### config.mk
export PLATFORM = sky130hd
export DESIGN_NAME = uart_rx_core
export DESIGN_NICKNAME = d
export VERILOG_FILES = /design/src/rtl/uart_pkg.sv /design/src/rtl/uart_baud_gen.sv /design/src/rtl/uart_rx_core.sv
export SDC_FILE = /design/constraint.sdc
export NUM_CORES = 1
export LEC_CHECK = 0
export BUFFER_PORTS_ARGS = -buffer_cell sky130_fd_sc_hd__buf_2
export CAP_MARGIN = 15
export CORE_MARGIN = 5
export CORE_UTILIZATION = 40
export CTS_BUF_LIST = sky130_fd_sc_hd__clkbuf_4 sky130_fd_sc_hd__clkbuf_8 sky130_fd_sc_hd__clkbuf_16
export CTS_CLUSTER_SIZE = 16
export DETAILED_ROUTE_END_ITERATION = 8
export GPL_ROUTABILITY_DRIVEN = 0
export PLACE_DENSITY = 0.62
export SYNTH_ARGS = -nofsm -noshare
export SYNTH_HDL_FRONTEND = slang
export SYNTH_SLANG_ARGS = --single-unit
### constraint.sdc
create_clock -name clk -period 1.86 [get_ports clk]
set_clock_uncertainty 0.2 [all_clocks]
set_input_delay 0.186 -clock clk [delete_from_list [all_inputs] [get_ports clk]]
set_output_delay 0.186 -clock clk [all_outputs]
set_load 0.02 [all_outputs]
### src/rtl/uart_pkg.sv
// Shared definitions for the UART receive path: FSM encoding, USR bit indices
// and oversampling constants. Build with UART_RX_PARITY_EN for 8E1 framing.
package uart_pkg;

   localparam int OVERSAMPLE = 16;
   localparam int MID_SAMPLE = 7;

   localparam int USR_RXC = 0;
   localparam int USR_ERR = 1;

   typedef enum logic [2:0] {
      ST_IDLE   = 3'd0,
      ST_START  = 3'd1,
      ST_DATA   = 3'd2,
`ifdef UART_RX_PARITY_EN
      ST_PARITY = 3'd3,
`endif
      ST_STOP   = 3'd4
   } rx_state_e;

   // Even parity: the parity bit that makes the total count of ones even.
   function automatic logic even_parity(input logic [7:0] data);
      return ^data;
   endfunction

endpackage

### src/rtl/uart_baud_gen.sv
// Free-running oversample tick generator: one-clock tick every CLK_DIV clocks.
// Shared by the receive core and the future transmitter.
module uart_baud_gen #(
   parameter int CLK_DIV = 27
) (
   input  logic clk,
   input  logic rst_n,
   output logic tick
);

   localparam int CW = (CLK_DIV > 1) ? $clog2(CLK_DIV) : 1;
   localparam logic [CW-1:0] LAST = CW'(CLK_DIV - 1);

   logic [CW-1:0] cnt;

   always_ff @(posedge clk or negedge rst_n) begin
      if (!rst_n) begin
         cnt <= '0;
      end else if (cnt == LAST) begin
         cnt <= '0;
      end else begin
         cnt <= cnt + 1'b1;
      end
   end

   assign tick = (cnt == LAST);

endmodule

### src/rtl/uart_rx_core.sv
// 8N1 UART receiver producing USR (RXC/ERR) and UDRR for the CPU.
// Defining UART_RX_PARITY_EN switches the frame to 8E1 with parity checking.
module uart_rx_core
   import uart_pkg::*;
#(
   parameter int CLK_DIV     = 27,
   parameter int SYNC_STAGES = 2
) (
   input  logic       clk,
   input  logic       rst_n,
   input  logic       rx,
   input  logic       udrr_rd,
   output logic [1:0] USR,
   output logic [7:0] UDRR,
   output logic       busy
);

   localparam logic [3:0] LAST_TICK = 4'(OVERSAMPLE - 1);
   localparam logic [3:0] MID_TICK  = 4'(MID_SAMPLE);

   logic [SYNC_STAGES-1:0] rx_sync;
   logic                   rx_s;
   logic                   tick;

   rx_state_e  state, state_nx;
   logic [3:0] tick_cnt, tick_cnt_nx;
   logic [2:0] bit_cnt, bit_cnt_nx;
   logic [7:0] shift_reg, shift_nx;
   logic       armed, armed_nx;
   logic       frame_done;
   logic       stop_bad;
   logic       bit_end;
   logic       new_err;
`ifdef UART_RX_PARITY_EN
   logic       par_err, par_err_nx;
`endif

   // Synchroniser resets to the idle level so reset release never looks like a start bit.
   always_ff @(posedge clk or negedge rst_n) begin
      if (!rst_n) begin
         rx_sync <= '1;
      end else begin
         rx_sync <= {rx_sync[SYNC_STAGES-2:0], rx};
      end
   end

   assign rx_s = rx_sync[SYNC_STAGES-1];

   uart_baud_gen #(
      .CLK_DIV (CLK_DIV)
   ) u_baud_gen (
      .clk   (clk),
      .rst_n (rst_n),
      .tick  (tick)
   );

   always_ff @(posedge clk or negedge rst_n) begin
      if (!rst_n) begin
         state     <= ST_IDLE;
         tick_cnt  <= '0;
         bit_cnt   <= '0;
         shift_reg <= '0;
         armed     <= 1'b0;
`ifdef UART_RX_PARITY_EN
         par_err   <= 1'b0;
`endif
      end else begin
         state     <= state_nx;
         tick_cnt  <= tick_cnt_nx;
         bit_cnt   <= bit_cnt_nx;
         shift_reg <= shift_nx;
         armed     <= armed_nx;
`ifdef UART_RX_PARITY_EN
         par_err   <= par_err_nx;
`endif
      end
   end

   assign bit_end = tick && (tick_cnt == LAST_TICK);

   always_comb begin
      state_nx    = state;
      tick_cnt_nx = tick_cnt;
      bit_cnt_nx  = bit_cnt;
      shift_nx    = shift_reg;
      armed_nx    = armed;
      frame_done  = 1'b0;
      stop_bad    = 1'b0;
`ifdef UART_RX_PARITY_EN
      par_err_nx  = par_err;
`endif
      case (state)
         // armed only after rx has been seen high, so a held-low break cannot restart a frame
         ST_IDLE: begin
            if (rx_s) begin
               armed_nx = 1'b1;
            end else if (armed) begin
               state_nx    = ST_START;
               tick_cnt_nx = '0;
               bit_cnt_nx  = '0;
               armed_nx    = 1'b0;
`ifdef UART_RX_PARITY_EN
               par_err_nx  = 1'b0;
`endif
            end
         end
         ST_START: begin
            if (tick) begin
               if (tick_cnt == MID_TICK) begin
                  tick_cnt_nx = '0;
                  state_nx    = rx_s ? ST_IDLE : ST_DATA;
               end else begin
                  tick_cnt_nx = tick_cnt + 4'd1;
               end
            end
         end
         ST_DATA: begin
            if (tick) begin
               tick_cnt_nx = tick_cnt + 4'd1;
            end
            if (bit_end) begin
               shift_nx   = {rx_s, shift_reg[7:1]};
               bit_cnt_nx = bit_cnt + 3'd1;
               if (bit_cnt == 3'd7) begin
`ifdef UART_RX_PARITY_EN
                  state_nx = ST_PARITY;
`else
                  state_nx = ST_STOP;
`endif
               end
            end
         end
`ifdef UART_RX_PARITY_EN
         ST_PARITY: begin
            if (tick) begin
               tick_cnt_nx = tick_cnt + 4'd1;
            end
            if (bit_end) begin
               par_err_nx = (rx_s != even_parity(shift_reg));
               state_nx   = ST_STOP;
            end
         end
`endif
         // Leave at the mid-stop sample so the next start edge is never missed.
         ST_STOP: begin
            if (tick) begin
               tick_cnt_nx = tick_cnt + 4'd1;
            end
            if (bit_end) begin
               frame_done = 1'b1;
               stop_bad   = !rx_s;
               state_nx   = ST_IDLE;
            end
         end
         default: begin
            state_nx = ST_IDLE;
         end
      endcase
   end

`ifdef UART_RX_PARITY_EN
   assign new_err = stop_bad | par_err;
`else
   assign new_err = stop_bad;
`endif

   // A completing frame beats a simultaneous read; the read only drops the old overrun/error history.
   always_ff @(posedge clk or negedge rst_n) begin
      if (!rst_n) begin
         USR  <= 2'b00;
         UDRR <= 8'h00;
      end else if (frame_done) begin
         UDRR         <= shift_reg;
         USR[USR_RXC] <= 1'b1;
         USR[USR_ERR] <= new_err | (!udrr_rd & (USR[USR_ERR] | USR[USR_RXC]));
      end else if (udrr_rd) begin
         USR <= 2'b00;
      end
   end

   assign busy = (state != ST_IDLE);

endmodule

After elaboration in Yosys (flattened, before gate mapping)
Index checks and enable logic that the tools add are counted.
{ "word_totals": {"output_inout_bits": 11, "input_bits": 4, "elab_cells": 70, "reg_bits": 36} }
{ "classes": {"n_eq_ne": 15, "muxes": 27, "n_bitwise": 3, "add_sub_neg": 3, "reduce_logical": 13} }
{ "ops": {"columns": ["op", "n"], "rows": [
  ["$mux 3", 10],
  ["$mux 4", 5],
  ["$ne 2x2->1 const B", 7],
  ["$pmux 3 s4", 1],
  ["$pmux 4 s3", 1],
  ["$reduce_and 7->1", 1],
  ["$eq 3x3->1 const B", 2],
  ["$mux 2", 3],
  ["$pmux 3 s2", 1],
  ["$reduce_bool 3->1", 2],
  ["$add 5x1->5 const B", 1],
  ["$eq 5x5->1 const B", 1],
  ["$mux 1", 5],
  ["$mux 5", 1],
  ["$reduce_and 5->1", 1],
  ["$add 4x1->4 const B", 1],
  ["$eq 4x3->1 const B", 1],
  ["$eq 4x4->1 const B", 1],
  ["$reduce_and 4->1", 1],
  ["$reduce_bool 2->1", 2],
  ["$add 3x1->3 const B", 1],
  ["$eq 3x1->1 const B", 1],
  ["$eq 3x2->1 const B", 1],
  ["$logic_not 3->1", 1],
  ["other kinds (7)", 9]
]} }

Logic depth before layout (Yosys ltp)
{ "logic_depth": {"depth_word": 6, "ltp_mapped": 8, "depth_no_buf": 6} }

By module
Synthesis repeated with hierarchy kept, for this count alone.
{ "hier_totals": {"hier_cells": 155, "area_unflattened_um2": 1727.9} }
{ "by_module_without_submodules": {"columns": ["mod", "instances", "area_per_inst_um2", "seq_area_each_um2", "cells_per_inst"], "rows": [
  ["uart_rx_core", 1, 1461.4, 778.2, 131],
  ["uart_baud_gen", 1, 266.5, 125.1, 24]
]} }

Worst setup path after synthesis
Ideal clock, no wire load.
{ "synth_timing": {"path_type": "register to register", "start": "register state[1]", "end": "register tick_cnt[1]", "setup_slack_ns": -0.198, "t_arrival_ns": 1.738, "setup_ns": 0.120, "stages_incl_launch_ff": 7, "path_buffers": 2, "period_less_slack_ns": 2.058, "required_ns": 1.540, "path_cell_list": "dfrtp_1 -> buf_6 -> or3_4 -> or3b_1 -> buf_6 -> and3_1 -> a31o_1"} }
{ "synth_via": {"elab_chain_len": 4, "word_cells_on_any_way": 12, "classes_between": "7 x eq/ne; 1 x mux; 4 x reduce/logical"} }
{ "synth_lines": {"columns": ["item", "line_no", "text"], "rows": [
  ["from (decl)", "uart_rx_core.sv:25", "rx_state_e state, state_nx;"],
  ["from (signal assigned)", "uart_rx_core.sv:68", "state <= state_nx;"],
  ["$eq 3x3->1 or $eq 3x2->1 (tied branches)", "uart_rx_core.sv:92", "case (state)"],
  ["$reduce_or 2->1 (no line)", null, null],
  ["$ne 2x1->1 (no line) or $reduce_bool 3->1 (tied branches)", null, null],
  ["$reduce_and 5->1 (no line)", null, null],
  ["to (signal assigned)", "uart_rx_core.sv:69", "tick_cnt <= tick_cnt_nx;"],
  ["to (decl)", "uart_rx_core.sv:26", "logic [3:0] tick_cnt, tick_cnt_nx;"]
]} }
Parallel ways exist; a longest one is shown, timed or not.
A chain may end at the register's enable or synchronous reset.

Worst setup path in the final report
{ "layout_timing": {"start": "register state[0]", "end": "register tick_cnt[1]"} }
The elaborated chain is that of the path after synthesis.

==> impl_metrics.ini <==
[critical_path]
cp-end-kind = flip-flop
worstSetupPathType = reg2reg
start_kind = flip-flop
required_ns = 1.83
r2r_cells = 4
critPathArrivalTime_ns = 1.84
critPathTopFamily = simple AND/OR/NAND/NOR gates
path_buf_inv = 0
cpPeakStageDelay_ns = 0.41
crit_chain = or3_4, or3b_4, and3_1, a31o_1
cp_max_fo = 5
cp.depth = 4
slowest_stage = or3b_4

[power]
swShare_pct = 27.0
p_leak_nw = 0.968
clockPowerShare_pct = 30.1
ir_drop_mv = 0.580
power_mw = 1.75
powerDensity_nw_per_um2 = 882
switchingPower_mw = 0.472
p_int_mw = 1.28
power_frac_seq_pct = 51.4
share_comb_of_total_power_pct = 18.5

[timing]
final.period_utilization_pct = 101
finalMaxSlewViolations = 0
fmax_mhz = 535
hold_violations = 0
worstMarginPinSlew_ns = 0.456
rsz0062_at_grt = yes
fin_hold_ws_ns = 0.162
setup_viol = 2
maxSlewHeadroom_pct = 69.6
worst_slack_ns = -0.0105
min_period_ns = 1.87

[yosys]
synth_area_per_cell_um2 = 12.2
syn-num-nets = 140
yosysSeqAreaShare_pct = 56.4
ys_types = 38
mappedNetlistArea_um2 = 1600
ys_seq_elements = 36
synthCells = 131
ys_warn_count = 0

[drt]
vias = 1083
ant_nets = 0
drt_wl_total_um = 2890
firstDrtPassIters = 4
routed_via_density = 5.08
post_drt_wl_per_cell_um = 13.6
drtIter0Drc = 38
remaining_drc_errors = 0

[final_layout]
drive_above_1_share_pct = 41.1
fin_nets = 171
final_area_um2 = 1990
final_cell_mix = 34 x dfrtp_1, 17 x mux2_2, 14 x buf_2
n_antenna_cell = 0
mostFrequentLayoutCell = dfrtp_1
syn_to_final_growth_pct = 23.9

[worst_hold_path]
min_path_cells = 0
hp-class = reg2reg

[grt]
grt_max_degree = 37
grt_overflow = 0
grt_pass1_wl_um = 5070
antenna_found_initial = 0
grt_pass1_vias = 1125
track_usage_pct = 12.6

[floorplanning]
rows = 23
io_pins = 15
initial_utilization_pct = 40.7
fp.dieW_um = 73.3
core_area_um2 = 3940
die_h_um = 73.3
die-area_um2 = 5370

[clock_network]
cts_max_level = 2
clockRootBuffer = clkbuf_8
insertion_delay_ns = 0.28
cts_tree = built
cts_buffer_depth = 2
cts_made_buffers = 5
clk_pin_slew_worst_paths_ns = 0.07
cts_sinks = 36

[placement]
portBuffers = 14
placed_area_um2 = 1820
hpwl_um = 2060

[flow_run]
max_cap_violations = 0

[outcome]
violations = negative setup slack
status = finished with violations
-- kinds of logic (layout without fill, tap and decap cells) --
logic type	count (synthesis)	after routing	synth area share (%)
flops	36	36	56.4
simple gates	35	35	12.8
compound gates	20	20	7.96
mux	18	18	12.6
buf+inv	13	45	4.22
fa+ha+maj	5	5	3.90
xor+xnor	4	4	2.19
-- metrics by stage --
stage / cells / utilization [%] / setup WS (ns) / setup TNS (ns)
2_1_floorplan: 131 / - / -0.188 / -0.695
3_3_place_gp: 202 / 46.2 / 0.0118 / 0
3_5_place_dp: 202 / 46.2 / -0.0199 / -0.0553
4_1_cts: 213 / 49.3 / 0.000642 / 0
5_1_grt: 213 / 50.4 / -0.0626 / -0.973
6_report: 213 / 50.4 / -0.0105 / -0.0166
-- layout make-up --
class	instances	area, um2
multi-input cells	82	688
well taps	50	62.6
repair buffers	30	218
clock inverters	3	18.8
fillers	345	1960
clock buffers	5	68.8
flip-flops and latches	36	903
inverters	7	26.3
-- worst paths after layout --
kind,end,slack [ns],from
worst max-delay path,tick_cnt[1],-0.01,state[0]
worst min-delay path,rx_sync[1],0.16,rx_sync[0]
worst max register to register,tick_cnt[1],-0.01,state[0]
worst min register to register,rx_sync[1],0.16,rx_sync[0]
max in group asynchronous,rx_sync[0],0.84,rst_n
min in group asynchronous,u_baud_gen.cnt[3],0.26,rst_n
-- what timing repair did --
| action | CTS | global route |
|---|---|---|
| gates resized for setup | 2 | 11 |
| hold buffers | 3 | 0 |
| gates cloned | 0 | 0 |
| setup buffers | 0 | 0 |
| setup endpoints to repair | 19 | 24 |
| pin swaps | 0 | 4 |
| hold endpoints to repair | 37 | 0 |
-- synthesized netlist by cell type --
cell | count | area share [%]
nand2_1 | 6 | 1.4
nand4b_1 | 1 | 0.55
and2_1 | 1 | 0.39
or3b_2 | 2 | 1.1
and3_1 | 2 | 0.78
or3_4 | 1 | 0.70
a21boi_0 | 1 | 0.47
nor2_1 | 5 | 1.2
o22ai_1 | 1 | 0.39
nand4_1 | 1 | 0.39
buf_2 | 2 | 0.62
nor3_1 | 1 | 0.31
mux2i_1 | 1 | 0.62
and3b_1 | 2 | 1.1
a2bb2oi_1 | 1 | 0.55
clkbuf_2 | 1 | 0.31
dfstp_2 | 2 | 3.3
a31oi_1 | 1 | 0.39
and4b_1 | 1 | 0.62
nor3b_1 | 2 | 0.94
o2bb2a_1 | 1 | 0.62
nand3_1 | 9 | 2.8
a21oi_1 | 2 | 0.62
xor2_1 | 2 | 1.1
a22o_1 | 1 | 0.55
xnor2_1 | 2 | 1.1
o21ai_1 | 1 | 0.31
o21ai_0 | 8 | 2.5
clkbuf_1 | 1 | 0.23
mux2_2 | 17 | 12
buf_6 | 2 | 1.4
o211ai_1 | 1 | 0.47
dfrtp_1 | 34 | 53
inv_1 | 7 | 1.6
o2bb2ai_1 | 1 | 0.55
a31o_1 | 1 | 0.55
or3b_1 | 1 | 0.55
ha_1 | 5 | 3.9
-- power groups by stage --
stage	clock network (mW)	registers, mW	logic, mW
floorplan	0	0.894	0.199
global placement	0	0.905	0.287
detailed placement	0	0.910	0.295
CTS	0.548	0.896	0.303
global route	0.585	0.907	0.363
finish	0.527	0.900	0.325
-- worst reg2reg max path, stage by stage, from the launching register on --
cell	delay, ns
dfrtp_1	0.38
or3_4	0.39
or3b_4	0.41
and3_1	0.20
a31o_1	0.18
-- metal layers --
| layer | wire, um | vias to the layer above | global-route usage, % | part of all wire [%] |
|---|---|---|---|---|
| met5 | 0 | - | 0 | 0 |
| met2 | 1450 | 16 | 21.1 | 50 |
| li1 | - | 521 | - | - |
| met1 | 1270 | 542 | 14.2 | 44 |
| met3 | 123 | 4 | 4.38 | 4.3 |
| met4 | 50 | 0 | 6.04 | 1.7 |
(Power assumes the default switching activity.)
